[config.mk]
export PLATFORM = sky130hd
export DESIGN_NAME = busio
export DESIGN_NICKNAME = d
export VERILOG_FILES = /design/src/rtl/busio.sv
export SDC_FILE = /design/constraint.sdc
export NUM_CORES = 1
export LEC_CHECK = 0
export ABC_AREA = 1
export ABC_CLOCK_PERIOD_IN_PS = 23000
export BUFFER_PORTS_ARGS = -buffer_cell sky130_fd_sc_hd__buf_2
export CORE_MARGIN = 1.5
export CORE_UTILIZATION = 60
export CTS_BUF_LIST = sky130_fd_sc_hd__clkbuf_4 sky130_fd_sc_hd__clkbuf_8 sky130_fd_sc_hd__clkbuf_16
export DETAILED_ROUTE_END_ITERATION = 6
export PLACE_DENSITY = 0.83
export SLEW_MARGIN = 40
export SYNTH_ARGS = -nofsm -noshare
export SYNTH_HDL_FRONTEND = slang
export SYNTH_SLANG_ARGS = --single-unit
export TNS_END_PERCENT = 10
[constraint.sdc]
create_clock -name clk -period 23 [get_ports clk]
set_input_delay 2.3 -clock clk [delete_from_list [all_inputs] [get_ports clk]]
set_output_delay 2.3 -clock clk [all_outputs]
set_load 0.005 [all_outputs]
[src/rtl/busio.sv]
// busio: shares one external bus between instruction fetch and load/store.
//
// The fetch side is served from a one-entry latch. The memory side is served
// from a completion record of the last memory transaction. A bus transaction
// is issued only when the current request misses. Memory wins when both miss.
//
// Ports
//   clk, reset                 clock, asynchronous active-high reset
//   fetch_address/data/ready   instruction fetch port (word address in)
//   mem_address, mem_store_data, mem_size, mem_signed,
//   mem_load, mem_store        load/store request (held while mem_ready low)
//   mem_load_data, mem_ready   load result and completion
//   ext_address, ext_write_data, ext_write_strobe,
//   ext_instruction, ext_valid registered external bus request
//   ext_ready, ext_read_data   external bus completion and read word
//
// state | meaning
// IDLE  | no transaction in flight; arbitrate misses
// FETCH | instruction read in flight, waiting for ext_ready
// MEM   | load or store in flight, waiting for ext_ready
module busio (
    input  logic        clk,
    input  logic        reset,
    input  logic [31:0] fetch_address,
    output logic [31:0] fetch_data,
    output logic        fetch_ready,
    input  logic [31:0] mem_address,
    input  logic [31:0] mem_store_data,
    input  logic [1:0]  mem_size,
    input  logic        mem_signed,
    input  logic        mem_load,
    input  logic        mem_store,
    output logic [31:0] mem_load_data,
    output logic        mem_ready,
    output logic [31:0] ext_address,
    output logic [31:0] ext_write_data,
    output logic [3:0]  ext_write_strobe,
    output logic        ext_instruction,
    output logic        ext_valid,
    input  logic        ext_ready,
    input  logic [31:0] ext_read_data
);
    typedef enum logic [1:0] {IDLE, FETCH, MEM} state_t;
    state_t state;

    logic        fl_valid;
    logic [31:0] fl_address;
    logic [31:0] fl_data;
    logic [31:0] fetch_issued;

    logic        rec_valid;
    logic [31:0] rec_address;
    logic [1:0]  rec_size;
    logic        rec_signed;
    logic        rec_store;
    logic [31:0] rec_store_data;
    logic [31:0] rec_load_data;

    logic        mem_request;
    logic        rec_match;
    logic [3:0]  lane_strobe;
    logic [31:0] lane_data;
    logic [7:0]  load_byte;
    logic [15:0] load_half;
    logic [31:0] load_value;

    assign mem_request = mem_load | mem_store;

    // Store data only matters for stores; a load hit ignores it.
    assign rec_match = rec_valid
                    && rec_address == mem_address
                    && rec_size == mem_size
                    && rec_signed == mem_signed
                    && rec_store == mem_store
                    && (!mem_store || rec_store_data == mem_store_data);

    assign mem_ready     = !mem_request || rec_match;
    assign mem_load_data = rec_load_data;
    assign fetch_ready   = fl_valid && fl_address == fetch_address;
    assign fetch_data    = fl_data;

    always_comb begin
        lane_strobe = 4'b1111;
        lane_data   = mem_store_data;
        case (mem_address[1:0])
            2'd0:    load_byte = ext_read_data[7:0];
            2'd1:    load_byte = ext_read_data[15:8];
            2'd2:    load_byte = ext_read_data[23:16];
            default: load_byte = ext_read_data[31:24];
        endcase
        load_half  = mem_address[1] ? ext_read_data[31:16] : ext_read_data[15:0];
        load_value = ext_read_data;
        case (mem_size)
            2'd0: begin
                lane_strobe = 4'b0001 << mem_address[1:0];
                lane_data   = {4{mem_store_data[7:0]}};
                load_value  = {{24{mem_signed & load_byte[7]}}, load_byte};
            end
            2'd1: begin
                lane_strobe = mem_address[1] ? 4'b1100 : 4'b0011;
                lane_data   = {2{mem_store_data[15:0]}};
                load_value  = {{16{mem_signed & load_half[15]}}, load_half};
            end
            default: ;
        endcase
    end

    always_ff @(posedge clk or posedge reset) begin
        if (reset) begin
            state            <= IDLE;
            ext_valid        <= 1'b0;
            ext_address      <= 32'h0;
            ext_write_data   <= 32'h0;
            ext_write_strobe <= 4'b0000;
            ext_instruction  <= 1'b0;
            fl_valid         <= 1'b0;
            fl_address       <= 32'h0;
            fl_data          <= 32'h0;
            fetch_issued     <= 32'h0;
            rec_valid        <= 1'b0;
            rec_address      <= 32'h0;
            rec_size         <= 2'd0;
            rec_signed       <= 1'b0;
            rec_store        <= 1'b0;
            rec_store_data   <= 32'h0;
            rec_load_data    <= 32'h0;
        end else begin
            case (state)
                IDLE: begin
                    if (mem_request && !rec_match) begin
                        state            <= MEM;
                        ext_valid        <= 1'b1;
                        ext_address      <= {mem_address[31:2], 2'b00};
                        ext_instruction  <= 1'b0;
                        ext_write_strobe <= mem_store ? lane_strobe : 4'b0000;
                        ext_write_data   <= mem_store ? lane_data : 32'h0;
                    end else if (!fetch_ready) begin
                        state            <= FETCH;
                        ext_valid        <= 1'b1;
                        ext_address      <= {fetch_address[31:2], 2'b00};
                        ext_instruction  <= 1'b1;
                        ext_write_strobe <= 4'b0000;
                        ext_write_data   <= 32'h0;
                        // Latched under this address even if fetch moves on.
                        fetch_issued     <= fetch_address;
                    end
                end
                FETCH: begin
                    if (ext_ready) begin
                        state      <= IDLE;
                        ext_valid  <= 1'b0;
                        fl_valid   <= 1'b1;
                        fl_address <= fetch_issued;
                        fl_data    <= ext_read_data;
                    end
                end
                MEM: begin
                    if (ext_ready) begin
                        state          <= IDLE;
                        ext_valid      <= 1'b0;
                        rec_valid      <= 1'b1;
                        rec_address    <= mem_address;
                        rec_size       <= mem_size;
                        rec_signed     <= mem_signed;
                        rec_store      <= mem_store;
                        rec_store_data <= mem_store_data;
                        rec_load_data  <= load_value;
                        // A store into the latched instruction word makes it stale.
                        if (mem_store && fl_address[31:2] == mem_address[31:2])
                            fl_valid <= 1'b0;
                    end
                end
                default: state <= IDLE;
            endcase
        end
    end
endmodule

* Yosys cells after proc, flatten, opt, wreduce, memory -nomap -nowiden
Cells that the tools add are included.
Word-level totals: logic and storage cells 94, memory bits (read-only) 0, memories kept 0, memory bits (writable) 0, bits in latches 0, input bits 136, output and inout bits 136, bits in registers 270
Cells by class: multiplexer cells 27, $lt $le $gt $ge 0, equal/unequal tests 18, reductions and logical operators 26, shift-type cells 1, bitwise logic cells 5, add/sub/neg operators 0, divide/modulo/power cells 0, $mul 0
Operator list (count):
- 32-bit two-way mux | 5
- 32-bit case mux with 2 select lines | 2
- 32-bit == test | 3
- 30-bit == test | 1
- 8-bit case mux with 3 select lines | 1
- 16-bit two-way mux | 1
- 4-bit two-way mux | 4
- 1-bit logical AND | 8
- 4-bit case mux with 2 select lines | 1
- 2-bit AND reduction | 4
- 1-bit two-way mux | 7
- 2-bit by 1-bit == test with 1-bit output, second input constant | 3
- 2-bit logical NOT | 3
- 2-bit two-way mux | 3
- 2-bit inequality test, second input constant | 3
- 3-bit AND reduction | 2
- 2-bit == test, second input constant | 2
- 2-bit by 1-bit inequality test with 1-bit output, second input constant | 2
- 1-bit case mux with 2 select lines | 2
- 2-bit case mux with 2 select lines | 1
- 4-bit AND reduction | 1
- 2-bit nonzero test | 2
- 1-bit by 2-bit << shifter with 4-bit output, first input constant | 1
- 1-bit logical NOT | 3
- other kinds (8) | 12

* Depth between registers and ports, before layout
depth in word-level cells 10, gate-level depth with buffers 18, mapped depth without buffers 17

* Worst setup path after synthesis
No wires, ideal clock.
path kind input -> output, start point input port mem_size[1], end point output port mem_ready, buffers on the path 3, required time 20.700 ns, arrival time 3.295 ns, path slack 17.405 ns, stages 10, cells stage by stage buf_2 -> nand2_1 -> nand3_1 -> nor3_1 -> nand3_1 -> nor2_1 -> nand2_1 -> nand2_2 -> buf_6 -> buf_2
On the way: cells in the longest elaborated chain, start to end 6
Ends and longest elaborated chain:
- from (decl) | RTL line 29 | input logic [1:0] mem_size,
- 2-bit == test | RTL line 72 | && rec_size == mem_size
- 1-bit logical AND | RTL line 72
- 1-bit logical AND | RTL line 73 | && rec_signed == mem_signed
- 1-bit logical AND | RTL line 74 | && rec_store == mem_store
- 1-bit logical AND | RTL line 75 | && (!mem_store || rec_store_data == mem_store_data);
- 1-bit logical OR | RTL line 77 | assign mem_ready = !mem_request || rec_match;
- to (decl) | RTL line 34 | output logic mem_ready,
Every way passes these cells.

* Final worst setup path
Same ends and word-level chain as after synthesis.

==> metrics.txt <==
Critical-path top delay cell buf_4; drt total wl 38100 um; failing checks DRC; worst hold start rec_valid; Pre-antenna DRT Iters 7; clk buf depth 3; R2R setup slack 19.84 ns; CTS root buf clkbuf_16; number of nets with antenna violations after routing 0; Peak VDD IR about 70 uV; crit path cell chain buf_4 -> o21ai_0 -> nor3_1 -> nand3_1 -> nor2_1 -> nand2_1 -> nand2_2 -> buf_4 -> buf_2; synth top area cells dfrtp_1 (50%), nand2_1 (18%), o21ai_0 (7.9%); Die W about 150 um; Initial Utilization 0.612; fin crit share 0.281; syn_area_per_cell between 7 and 8 um2; GRT Overall Usage 0.327; crit path DAT 4.17 ns; routed len/inst between 15 and 20 um; clock sink total about 270; half-perimeter wire length after placement 26900 um; Post-Route Utilization 0.724; Initial DRC Count 1138; Die H 152 um; Worst R2R End fetch_issued[26]; Clk pin slew, worst setup/hold paths 0.06 ns; Syn. warnings 0; Area growth syn-to-layout 18.4%; # IOs 272; library cells used by synthesis 36; CP Class input pin to output port; layout cells sized above 1 0.181; cts repair resizes 0; nets between 2000 and 2500; Yosys top cell area share 0.502; startpoint type of the worst setup path input pin; CP endpoint kind output port; initial antenna violation count 1; Hold Path Class flip-flop to flip-flop; WHS Path Cells 2; FP Rows 54; post-synthesis sequential area ratio 0.502; CP Buf/Inv Count 3; status finished with violations; CTS Buf Count 28; fill count 1733; total negative slack 0 ns; Max Fclk 0.155 GHz; Critical Path Max Stage Delay 0.50 ns; synthesized instance count 1734; Remaining DRCs 6; maxcap violations 0; pwr/cell area 125 nW/um2; slew margin rel. 0.410; Hold EP rec_valid; largest net degree at the start of global routing 139; Post-CTS Hold Buffers 0; Req. time, crit path 20.70 ns; minimum clock period ~6.5 ns; Pleak 0.00847 uW; clk_lat worst skew 0.54 ns; Worst Path Max Fanout 65; CORE AREA 21800 um2; RSZ-0062 raised after global routing false; Fin Clk Skew 0.0108 ns; FF-to-FF path depth 17; CTS tree yes; Seq cells post-synth 268; total number of vias 12446; most common cell after layout, fill and taps aside nand2_1; die footprint 23200 um2; postcts setup bufs 0; worst slew pin tran 0.884 ns; Crit path max-delay family buffers and inverters; FF-to-FF Start rec_store_data[29]; remaining global-route overflow 0; post-DR vias/cell 5.48; post-synth top area cell dfrtp_1; Final Setup Violations 0; mapped cell area 13400 um2; vias in the first global route 12097; final hold vios 0; Pins Over Slew Limit 0; CP dominant cell by count buf_4; most frequent cells in the layout nand2_1 (627), dfrtp_1 (268), buf_2 (268); first-pass GRT wire length between 60000 and 70000 um; H-tree levels 1; RePlAce Congestion 0.984; Port Buf Inserts 269
cells in the mapped netlist:
master     count
buf_2         14
clkinv_1       2
conb_1         1
nand4_1       19
nand2_2        2
o21bai_1       1
o2111ai_1      2
o211ai_1      25
buf_6          7
nor4_1         5
ha_1           4
buf_1          5
o21ai_0      211
or2_2          4
nor2_2         1
a32o_1         7
o21ai_1       20
dfrtp_1      268
a221oi_1       1
nand2_1      629
o21ai_2       14
nand3_1       20
nor3_1        17
nand3_2        1
xor2_1        21
clkbuf_1      44
nor2_1        80
inv_1        205
a21oi_1       34
nand3b_1       2
inv_2          5
nor3b_1        3
o22ai_1       30
buf_4          5
o2111ai_2      1
xnor2_1       24
kinds of logic after synthesis:
| kind of cell | synth area share |
|---|---|
| fa+ha+maj | 0.00375 |
| compound gates | 0.146 |
| buf+inv | 0.0873 |
| other cells | 0.000281 |
| simple gates | 0.231 |
| flops | 0.502 |
| xor+xnor | 0.0295 |
report_power, final:
part	switching, uW	internal (uW)
Clock	184	284
Sequential	137	692
Combinational	408	268
through the flow:
step / instances / setup WS [ns] / hold WS, ns / power [uW] / cell area (um2)
2_1_floorplan: 1735 / 13.32 / 0.422 / 1240 / 13400
3_3_place_gp: 2217 / 16.26 / 0.434 / 1470 / 14800
3_5_place_dp: 2218 / 16.26 / 0.440 / 1500 / 14800
4_1_cts: 2268 / 16.25 / 0.453 / 1980 / 15800
5_1_grt: 2270 / 16.31 / 0.465 / 2120 / 15800
6_report: 2271 / 16.53 / 0.456 / 1970 / 15800
tightest hold or removal path, stage by stage, from the launching register on:
cell and delay [ns]:
dfrtp_1 0.32, inv_1 0.05, nand2_1 0.05
area by class of cell:
class | count | area [um2] | share of cell area
sequential | 268 | 6710 | 0.424
multi-input combinational | 1180 | 5500 | 0.348
timing repair buffer | 279 | 1460 | 0.0926
clock buffer | 44 | 882 | 0.0558
inverter | 212 | 811 | 0.0513
tap | 280 | 350 | 0.0222
clock inverter | 6 | 82.6 | 0.00523
antenna | 2 | 5.00 | 0.000317
how the worst max path moves through the flow:
stage               slack [ns]  cells after the start   startpoint               to
floorplan                13.32                      1        reset  ext_address[10]
CTS                      16.25                      9  mem_size[1]        mem_ready
finish                   16.53                      9  mem_size[1]        mem_ready
detailed placement       16.26                      9  mem_size[1]        mem_ready
global placement         16.26                      9  mem_size[1]        mem_ready
global route             16.31                      9  mem_size[1]        mem_ready
state kept, by name (all words and copies together) (netlist names), 2 cells and up:
name / cells
rec_size: 2
state: 2
ext_address: 30
ext_write_strobe: 4
fl_address: 32
fetch_issued: 32
rec_store_data: 32
fetch_data: 32
ext_write_data: 32
rec_address: 32
mem_load_data: 32
metal layers:
layer  vias to the layer above  track usage  routed length, um
met4                         0        0.171               2010
met5                         -            0                  0
met3                       128       0.0415               3030
met1                      5726        0.443              15700
met2                       622        0.522              17400
li1                       5970            -                  -
No activity file was read; power rests on OpenSTA's default activity.
